File: src/rtl/wb_trace_fifo.sv
// wb_trace_fifo
//   Captures writeback results from two execute lanes into a small FIFO and
//   shows the head entry one nibble at a time on a 4-bit LED output.
//   Lane 0 is written before lane 1 within a cycle. Any dropped valid
//   writeback sets a sticky overflow flag.
//
// Ports
//   clk, reset (async, active-low)
//   wb0_valid/wb0_data/wb0_tag : writeback lane 0
//   wb1_valid/wb1_data/wb1_tag : writeback lane 1
//   pop      : debounced button level; each rising edge pops one entry
//   switches : display select
//   r1       : registered display nibble
//   empty, full, count, overflow : FIFO status
//
// Optional feature macro: WB_TRACE_TIMESTAMP_EN
//   When defined, a 16-bit free-running cycle counter is stored with each
//   entry and switch codes 4'b1100..4'b1111 show its nibbles.
module wb_trace_fifo #(
    parameter int DEPTH = 16,
    parameter int TAG_W = 6
) (
    input  logic                     clk,
    input  logic                     reset,
    input  logic                     wb0_valid,
    input  logic [31:0]              wb0_data,
    input  logic [TAG_W-1:0]         wb0_tag,
    input  logic                     wb1_valid,
    input  logic [31:0]              wb1_data,
    input  logic [TAG_W-1:0]         wb1_tag,
    input  logic                     pop,
    input  logic [3:0]               switches,
    output logic [3:0]               r1,
    output logic                     empty,
    output logic                     full,
    output logic [$clog2(DEPTH):0]   count,
    output logic                     overflow
);

    localparam int AW = $clog2(DEPTH);
    localparam int CW = AW + 1;
`ifdef WB_TRACE_TIMESTAMP_EN
    localparam int EW = 56;   // {stamp[15:0], tag[7:0], data[31:0]}
`else
    localparam int EW = 40;   // {tag[7:0], data[31:0]}
`endif

    logic [EW-1:0]  mem [DEPTH];

    logic [AW-1:0]  rd_ptr_q, rd_ptr_d;
    logic [AW-1:0]  wr_ptr_q, wr_ptr_d;
    logic [CW-1:0]  count_q, count_d;
    logic           overflow_q, overflow_d;
    logic           pop_q;
    logic           pop_arm_q, pop_arm_d;
    logic [3:0]     r1_q, r1_d;

    logic [CW-1:0]  space;
    logic           pop_evt, do_pop, drop;
    logic [1:0]     push_n;
    logic           we0, we1;
    logic [AW-1:0]  wa0, wa1;
    logic [EW-1:0]  ent0, ent1, wd0, wd1;
    logic [EW-1:0]  head;
    logic [3:0]     count_nib;

`ifdef WB_TRACE_TIMESTAMP_EN
    logic [15:0]    ts_q, ts_d;

    always_comb begin
        ts_d = ts_q + 16'd1;
        ent0 = {ts_q, 8'(wb0_tag), wb0_data};
        ent1 = {ts_q, 8'(wb1_tag), wb1_data};
    end

    always_ff @(posedge clk or negedge reset) begin
        if (!reset) ts_q <= '0;
        else        ts_q <= ts_d;
    end
`else
    always_comb begin
        ent0 = {8'(wb0_tag), wb0_data};
        ent1 = {8'(wb1_tag), wb1_data};
    end
`endif

    // A pop edge needs pop to have been sampled low since reset, so a button
    // held through reset does not produce a spurious pop on release.
    always_comb begin
        pop_evt   = pop & ~pop_q & pop_arm_q;
        pop_arm_d = pop_arm_q | ~pop;
        do_pop    = pop_evt & (count_q != '0);
        rd_ptr_d  = rd_ptr_q + AW'(do_pop);
    end

    // Space is taken from the pre-pop count: a same-cycle pop frees nothing.
    // Port 0 always takes the next slot, so a lone lane 1 result lands there.
    always_comb begin
        space  = CW'(DEPTH) - count_q;
        we0    = 1'b0;
        we1    = 1'b0;
        wa0    = wr_ptr_q;
        wa1    = wr_ptr_q + AW'(1);
        wd0    = ent0;
        wd1    = ent1;
        push_n = 2'd0;
        drop   = 1'b0;
        if (wb0_valid && wb1_valid) begin
            if (space >= CW'(2)) begin
                we0    = 1'b1;
                we1    = 1'b1;
                push_n = 2'd2;
            end else if (space == CW'(1)) begin
                we0    = 1'b1;
                push_n = 2'd1;
                drop   = 1'b1;
            end else begin
                drop   = 1'b1;
            end
        end else if (wb0_valid || wb1_valid) begin
            wd0 = wb0_valid ? ent0 : ent1;
            if (space != '0) begin
                we0    = 1'b1;
                push_n = 2'd1;
            end else begin
                drop   = 1'b1;
            end
        end
        wr_ptr_d   = wr_ptr_q + AW'(push_n);
        count_d    = count_q + CW'(push_n) - CW'(do_pop);
        overflow_d = overflow_q | drop;
    end

    always_comb begin
        empty     = (count_q == '0);
        full      = (count_q == CW'(DEPTH));
        head      = empty ? '0 : mem[rd_ptr_q];
        count_nib = 4'(count_q);
        r1_d      = 4'b0000;
        if (!switches[3]) begin
            r1_d = head[{switches[2:0], 2'b00} +: 4];
        end else begin
            case (switches[2:0])
                3'b000:  r1_d = head[35:32];
                3'b001:  r1_d = head[39:36];
                3'b010:  r1_d = count_nib;
                3'b011:  r1_d = {overflow_q, full, empty, 1'b0};
`ifdef WB_TRACE_TIMESTAMP_EN
                default: r1_d = head[6'd40 + {2'b00, switches[1:0], 2'b00} +: 4];
`else
                default: r1_d = 4'b0000;
`endif
            endcase
        end
    end

    always_ff @(posedge clk or negedge reset) begin
        if (!reset) begin
            rd_ptr_q   <= '0;
            wr_ptr_q   <= '0;
            count_q    <= '0;
            overflow_q <= 1'b0;
            pop_q      <= 1'b0;
            pop_arm_q  <= 1'b0;
            r1_q       <= '0;
        end else begin
            rd_ptr_q   <= rd_ptr_d;
            wr_ptr_q   <= wr_ptr_d;
            count_q    <= count_d;
            overflow_q <= overflow_d;
            pop_q      <= pop;
            pop_arm_q  <= pop_arm_d;
            r1_q       <= r1_d;
        end
    end

    // Storage is intentionally not reset.
    always_ff @(posedge clk) begin
        if (we0) mem[wa0] <= wd0;
        if (we1) mem[wa1] <= wd1;
    end

    assign r1       = r1_q;
    assign count    = count_q;
    assign overflow = overflow_q;

endmodule

File: config.mk
export PLATFORM = sky130hd
export DESIGN_NAME = wb_trace_fifo
export DESIGN_NICKNAME = d
export VERILOG_FILES = /design/src/rtl/wb_trace_fifo.sv
export SDC_FILE = /design/constraint.sdc
export NUM_CORES = 1
export LEC_CHECK = 0
export ABC_AREA = 1
export CORE_MARGIN = 8
export CORE_UTILIZATION = 48
export CTS_CLUSTER_DIAMETER = 50
export DETAILED_ROUTE_END_ITERATION = 16
export SYNTH_ARGS = -nofsm -noshare
export SYNTH_HDL_FRONTEND = slang
export SYNTH_SLANG_ARGS = --single-unit
File: constraint.sdc
create_clock -name clk -period 3.4 [get_ports clk]
set_input_delay 0.51 -clock clk [delete_from_list [all_inputs] [get_ports clk]]
set_output_delay 0.51 -clock clk [all_outputs]
set_load 0.05 [all_outputs]
==> reports/summary.txt, run 1 <==
Beginning of the worst register-to-register path - count[0]$_DFF_PN0_
Overflow left after global routing - 0
Worst Path Max Fanout - 5
Share of post-route cells with drive strength above 1 - 7.81%
Startpoint Class - flip-flop
Vias in the first global route - 26,500
Reg2Reg Capture Point - count[4]$_DFF_PN0_
Chip Height - 277 um
Number of design-rule violations left by the first detailed-router iteration - 3,941
CTS Root Cell - clkbuf_16
Largest cells by area after synthesis - edfxtp_1 56%, nand2_1 15%, o21ai_0 9.2%
Setup Crit Path Kind - flip-flop to output port
Finish-stage setup viols - 0
Cell Count Post-Placement - 4,472
Count of placed standard cells in the final layout, fillers left out - 4,614
Clock latency reported for the late side of the worst-skew pair - 0.64 ns
Weighted congestion reported at the end of routability-driven placement - 0.884
Filler Cell Count - 5,949
Post-cts hold buffer count - 0
Number of max-slew violations in the final report - 0
Die Wd - 277 um
Post-Synthesis Cells - 3,708
Leading cell type in the layout, fill and taps excluded - nand2_1
Top-area cell type share of the netlist area - 55.8%
Number of buffers added on ports - 96
Vias after detailed routing - 27,900
Routed Wire Length - 116,000 um
R2r setup slk - 0.32 ns
Number of nets in the layout - 3,784
Total Routing Usage GR - 29.5%
Normalized max-slew margin - 8.64%
Worst-margin pin slew - 1.36 ns
Clk_skew - 0.0303 ns
Final hold vios - 0
Pwr Density - 827 mW/mm^2
Final critical path time including I/O delays and setup - 3.09 ns
Rows - 95
Worst min path class - input pin to async pin
Count of state elements after synthesis - 628
Overall die area - 0.0768 mm^2
Number of nets in the synthesized netlist - 3,812
Vias per cell - 6.05
Wire length of the first global-routing pass - 171,000 um
Area of the mapped netlist - 0.0327 mm^2
Mean instance size in the synthesized netlist - 8.83 um^2
Peak ir drop on the vdd network - 0.605 mV
Largest net degree at the start of global routing - 85
Setup repair after global routing missed its margin - no
Data required time of the worst path - 2.89 ns
Detailed-routing iteration count for the pre-antenna-repair pass - 6
Fin Hold WS - 0.394 ns
Num CTS Buffers - 79
Leading register cell type out of synthesis - edfxtp_1
Cell taking the most area after synthesis - edfxtp_1
Library cells used by synthesis - 36
Data arrival time at the worst-slack endpoint - 2.58 ns
Count of flip-flops with a built-in enable after synthesis - 608
Count of boundary I/O pins - 97
Starting utilization of the core area - 48.6%
Total DRC errors in the routed layout - 0
Post-route ant nets - 0
Sinks on Clock Net - 628
Setup TNS Final - 0 ns
Reported max-cap violation count - 0
Antenna cell count - 0
Overall Power - 0.0308 W
Clock tree from TritonCTS - yes
Outcome - finished, final reports clean
Final Cycle Share - 91.0%
Highest-count cells in the layout ignoring fill and taps - 1,307 x nand2_1, 608 x edfxtp_1, 603 x o21ai_0
Static Leak - 15.0 nW
Number of H-tree levels - 3
Post-Route M1 WL - 44,000 um
Worst r2r path cells - 18
Total length of routed met2 wires - 54,500 um
Core Region - 0.0674 mm^2
Share of synthesized flip-flops with an asynchronous set or reset - 3.18%
Signed area change from the synthesized netlist to the final layout - 13.7%
Critical Path End Type - output port
Met3 WL - 12,800 um
Highest metal layer with signal wires - met4
Yosys Warn Count - 0
Number of antenna violations at the first check in global routing - 0
Max Root-Sink Buffers - 3
F_max - 323 MHz
Fraction of the yosys area taken by sequential cells - 57.3%
HPWL after detailed placement - 64,000 um
Clock-pin slew reported for the worst setup and hold paths after clock tree synthesis - 0.05 ns
Wire length per cell - 25.1 um
cells in the mapped netlist (14+ instances only):
| library cell | instances |
|---|---|
| buf_6 | 36 |
| o21ai_0 | 604 |
| nand2_1 | 1328 |
| inv_1 | 70 |
| nor2_1 | 85 |
| clkbuf_1 | 177 |
| nand3_1 | 448 |
| o21ai_1 | 101 |
| a21oi_1 | 22 |
| dfrtp_1 | 20 |
| buf_4 | 29 |
| edfxtp_1 | 608 |
| o211ai_1 | 15 |
| ha_1 | 17 |
| buf_1 | 14 |
| buf_2 | 73 |
per-layer routing:
layer | up-vias | track usage, %
met5 | - | 0
met4 | 0 | 11.6
met3 | 278 | 5.37
met2 | 1705 | 48.2
met1 | 13300 | 38.8
li1 | 12600 | -
worst max-delay path by stage:
stage	cells past startpoint	slack [ns]	start	end
floorplan	18	0.02	count[0]$_DFF_PN0_	count[4]$_DFF_PN0_
global placement	14	0.25	wb0_valid	count[4]$_DFF_PN0_
detailed placement	18	0.19	count[0]$_DFF_PN0_	count[4]$_DFF_PN0_
CTS	18	0.17	count[0]$_DFF_PN0_	count[4]$_DFF_PN0_
global route	19	0.03	count[0]$_DFF_PN0_	count[4]$_DFF_PN0_
finish	6	0.31	count[0]$_DFF_PN0_	empty
sequential cells by signal (all words and copies together), names as in the netlist:
| signal | flops |
|---|---|
| mem | 608 |
| count | 5 |
| r1 | 4 |
| rd_ptr_q | 4 |
| wa0 | 4 |
| overflow | 1 |
| pop_arm_q | 1 |
| pop_q | 1 |
layout make-up:
cell class	instances	area, um^2	area share, %
sequential	628	18800	50.4
multi-input combinational	2664	12000	32.2
timing repair buffer	233	2490	6.69
clock buffer	100	2100	5.64
tap	873	1090	2.93
clock inverter	42	473	1.27
inverter	74	302	0.810
report_power, final:
part	internal [W]	leakage, nW	total [W]	switching, W
sequential	0.0102	5.76	0.0106	0.000411
clock	0.00494	1.22	0.00836	0.00342
combinational	0.00333	8.00	0.0118	0.00847
kinds of logic (layout without fill, tap and decap cells):
| family | after synthesis | in the layout | synth area share, % |
|---|---|---|---|
| AOI/OAI and AO/OA | 759 | 759 | 11.9 |
| DFF | 628 | 628 | 57.3 |
| and+or+nand+nor | 1878 | 1878 | 23.5 |
| xor gates and xnor gates | 8 | 8 | 0.214 |
| buffers and inverters | 416 | 449 | 6.31 |
| adders and majority gates | 19 | 19 | 0.772 |
metrics by stage:
| stage | cell area [um^2] | worst slack (ns) | utilization (%) |
|---|---|---|---|
| global route | 37200 | 0.0308 | 55.2 |
| finish | 37200 | 0.306 | 55.2 |
| floorplan | 32800 | 0.0175 | - |
| global placement | 34600 | 0.251 | 51.4 |
| CTS | 37200 | 0.172 | 55.2 |
| detailed placement | 34600 | 0.194 | 51.4 |
what timing repair did:
action | in CTS | in global routing
setup buffers | 0 | 0
resized for setup | 0 | 2
setup endpoints to repair | 0 | 1
worst max-delay path, stage by stage (launching register included):
cell             delay [ns]
dfrtp_1                0.38
inv_1                  0.12
ha_1                   0.20
nand2_1                0.05
inv_1                  0.07
ha_1                   0.28
clkdlybuf4s50_1        0.87
Note: power is estimated with default switching activity, not from simulation.
==> run 2, diff against run 1 <==
--- a/config.mk
+++ b/config.mk
@@ -6,10 +6,12 @@
 export NUM_CORES = 1
 export LEC_CHECK = 0
 export ABC_AREA = 1
+export CAP_MARGIN = 40
 export CORE_MARGIN = 8
 export CORE_UTILIZATION = 48
 export CTS_CLUSTER_DIAMETER = 50
 export DETAILED_ROUTE_END_ITERATION = 16
+export DONT_BUFFER_PORTS = 1
 export SYNTH_ARGS = -nofsm -noshare
 export SYNTH_HDL_FRONTEND = slang
 export SYNTH_SLANG_ARGS = --single-unit
==> constraint.sdc (replaced) <==
create_clock -name clk -period 3.4 [get_ports clk]
set_input_delay 0.51 -clock clk [delete_from_list [all_inputs] [get_ports clk]]
set_output_delay 0.51 -clock clk [all_outputs]
set_load 0.02 [all_outputs]
==> run 2 against run 1 <==
Clock-buffer cell count up 1. Critical path depth increased by 12. Wire length down 3.8%. Flip-flop and latch count unchanged. Final area down 2.7%.
==> reports/summary.txt, run 2 (same netlist as run 1, synthesis figures left out) <==
Outcome - finished, final reports clean (unchanged)
Crit path top cell by count - inv_1
Cell Count Post-Placement - 4,379 (was 4,472)
Clock latency reported for the late side of the worst-skew pair - 0.64 ns (about the same)
Largest net degree at the start of global routing - 103 (was 85)
Startpoint Class - flip-flop (unchanged)
Weighted congestion reported at the end of routability-driven placement - 0.893 (was 0.884)
HPWL after detailed placement - 62,500 um (was 64,000 um)
Overall Power - 0.0302 W (was 0.0308 W)
Overall die area - 0.0768 mm^2 (unchanged)
Number of antenna violations at the first check in global routing - 2 (was 0)
Finish-stage setup viols - 0 (unchanged)
Count of placed standard cells in the final layout, fillers left out - 4,532 (was 4,614)
Final standard cell area without fillers - 0.0362 mm^2 (was 0.0372 mm^2)
Cell area after placement - 0.0336 mm^2 (was 0.0346 mm^2)
Clock tree from TritonCTS - yes (unchanged)
Routed Wire Length - 112,000 um (was 116,000 um)
Reg with most FFs - mem (unchanged)
CTS Root Cell - clkbuf_16 (unchanged)
Sinks on Clock Net - 628 (unchanged)
Die Wd - 277 um (unchanged)
Critical path buffer and inverter count - 5 (was 3)
Worst min path class - input pin to flip-flop (was input pin to async pin)
Total DRC errors in the routed layout - 0 (unchanged)
Clock-pin slew reported for the worst setup and hold paths after clock tree synthesis - 0.05 ns (about the same)
Setup TNS Final - 0 ns (unchanged)
Stage delay of the slowest cell on the critical path - 0.47 ns (was 0.87 ns)
Wire length per cell - 24.6 um (was 25.1 um)
Largest register FFs - 608 (unchanged)
Setup repair after global routing missed its margin - no (unchanged)
Beginning of the worst register-to-register path - count[0]$_DFF_PN0_ (unchanged)
Worst min-delay path startpoint - switches[3]
Starting utilization of the core area - 48.6% (unchanged)
Slowest cell on the critical path - fa_1 (was clkdlybuf4s50_1)
Worst-margin pin slew - 0.903 ns (was 1.36 ns)
Final Cycle Share - 90.7% (was 91.0%)
Max Root-Sink Buffers - 3 (unchanged)
Setup Crit Path Kind - flip-flop to flip-flop (was flip-flop to output port)
Number of buffers added on ports - 0 (was 96)
Worst Path Max Fanout - 4 (was 5)
Final hold vios - 0 (unchanged)
Number of max-slew violations in the final report - 0 (unchanged)
Signed area change from the synthesized netlist to the final layout - 10.6% (was 13.7%)
Total Routing Usage GR - 28.3% (was 29.5%)
Wire length of the first global-routing pass - 165,000 um (was 171,000 um)
Critical Path End Type - flip-flop (was output port)
Vias in the first global route - 25,400 (was 26,500)
Vias after detailed routing - 27,200 (was 27,900)
Data required time of the worst path - 3.95 ns (was 2.89 ns)
Number of design-rule violations left by the first detailed-router iteration - 3,530 (was 3,941)
Vias per cell - 6.01 (was 6.05)
Reported max-cap violation count - 0 (unchanged)
Normalized max-slew margin - 39.8% (was 8.64%)
Leading cell type in the layout, fill and taps excluded - nand2_1 (unchanged)
Final Core Density - 53.7% (was 55.2%)
Highest-count cells in the layout ignoring fill and taps - 1,307 x nand2_1, 608 x edfxtp_1, 603 x o21ai_0 (unchanged)
Pwr Density - 833 mW/mm^2 (was 827 mW/mm^2)
Static Leak - 14.7 nW (was 15.0 nW)
Cell family with most CP delay - adder cells (was buffers and inverters)
Post-route ant nets - 0 (unchanged)
Count of boundary I/O pins - 97 (unchanged)
Num CTS Buffers - 80 (was 79)
Chip Height - 277 um (unchanged)
Filler Cell Count - 6,132 (was 5,949)
Number of nets in the layout - 3,696 (was 3,784)
Share of post-route cells with drive strength above 1 - 8.26% (was 7.81%)
Core Region - 0.0674 mm^2 (unchanged)
Overflow left after global routing - 0 (unchanged)
Rows - 95 (unchanged)
Final critical path time including I/O delays and setup - 3.08 ns (was 3.09 ns)
F_max - 324 MHz (was 323 MHz)
Peak ir drop on the vdd network - 0.454 mV (was 0.605 mV)
Number of H-tree levels - 3 (unchanged)
Data arrival time at the worst-slack endpoint - 3.63 ns (was 2.58 ns)
Detailed-routing iteration count for the pre-antenna-repair pass - 6 (unchanged)
Cells traversed along the worst timing path - inv_1, ha_1, nand2_1, inv_1, ha_1, inv_1, nor2_2, nand2_2, o21ai_2, inv_1, ha_1, inv_1, ha_1, fa_1, a21oi_1, nor2_1, nor2_1, xor2_1 (was inv_1, ha_1, nand2_1, inv_1, ha_1, clkdlybuf4s50_1)
Critical path origin - count[0]$_DFF_PN0_ (unchanged)
Clk_skew - 0.0216 ns (was 0.0303 ns)
==> run 2: cell count changes in the layout (fill, tap and decap cells not counted), sizes merged <==
cell / before / now
clkbuf: 100 / 101
clkinv: 28 / 34
diode: 0 / 2
inv: 72 / 77
bufinv: 7 / 5
clkdlybuf4s50: 96 / 0
dlygate4sd3: 0 / 3
clkinvlp: 9 / 4
buf: 137 / 141
==> run 2: power by group <==
part	switching [W]	internal [W]	total [W]
combinational	0.00810	0.00308	0.0112
sequential	0.000460	0.0102	0.0107
clock	0.00342	0.00490	0.00832
==> run 2: routing by layer <==
layer	vias to the layer above	wire (um)	GRT usage (%)
met5	-	0	0
met4	0	4720	11.3
met3	263	11500	4.89
met2	1559	51900	45.6
met1	12900	43400	37.8
li1	12500	-	-
==> run 2: area by class of cell <==
cell class / count / area [um^2] / share of cell area (%)
Sequential cell: 628 / 18800 / 51.8
Tap cell: 873 / 1090 / 3.02
Antenna cell: 2 / 5.00 / 0.0138
Clock buffer: 101 / 2150 / 5.95
Timing Repair Buffer: 144 / 1480 / 4.09
Clock inverter: 46 / 419 / 1.16
Multi-Input combinational cell: 2664 / 12000 / 33.1
Inverter: 74 / 292 / 0.805
==> run 2: per-stage QoR <==
step / hold WS [ns] / worst slack [ns]
final: 0.0807 / 0.316
after global routing: 0.0520 / 0.0496
after CTS: 0.0370 / 0.213
after detailed placement: 0.215 / 0.232
after global placement: 0.215 / 0.175
after floorplan: 0.214 / 0.162
==> run 2: path summary, 6_finish.rpt <==
| check | to | slack [ns] | depth (start not counted) |
|---|---|---|---|
| max | count[4]$_DFF_PN0_ | 0.32 | 18 |
| min | r1[1]$_DFF_PN0_ | 0.08 | 2 |
| max in group asynchronous | rd_ptr_q[0]$_DFF_PN0_ | 2.64 | 2 |
| max reg2reg | count[4]$_DFF_PN0_ | 0.32 | 18 |
| min reg2reg | pop_arm_q$_DFF_PN0_ | 0.47 | 2 |
| min in group asynchronous | wa0[0]$_DFF_PN0_ | 0.28 | 1 |
==> run 2: what timing repair did <==
action / in CTS / in global routing
gates resized for setup: 0 / 2
endpoints found under the setup margin: 0 / 1
hold endpoints to repair: 23 / 0
setup buffers: 0 / 0
hold buffers: 3 / 0
==> run 2: worst register-to-register path, delay by kind of cell (launching register included) <==
kind,cells,cell delay (ns)
AOI/OAI and AO/OA,2,0.31
and+or+nand+nor,5,0.48
buffers and inverters,5,0.28
DFF,1,0.34
adders and majority gates,5,1.46
xor gates and xnor gates,1,0.15
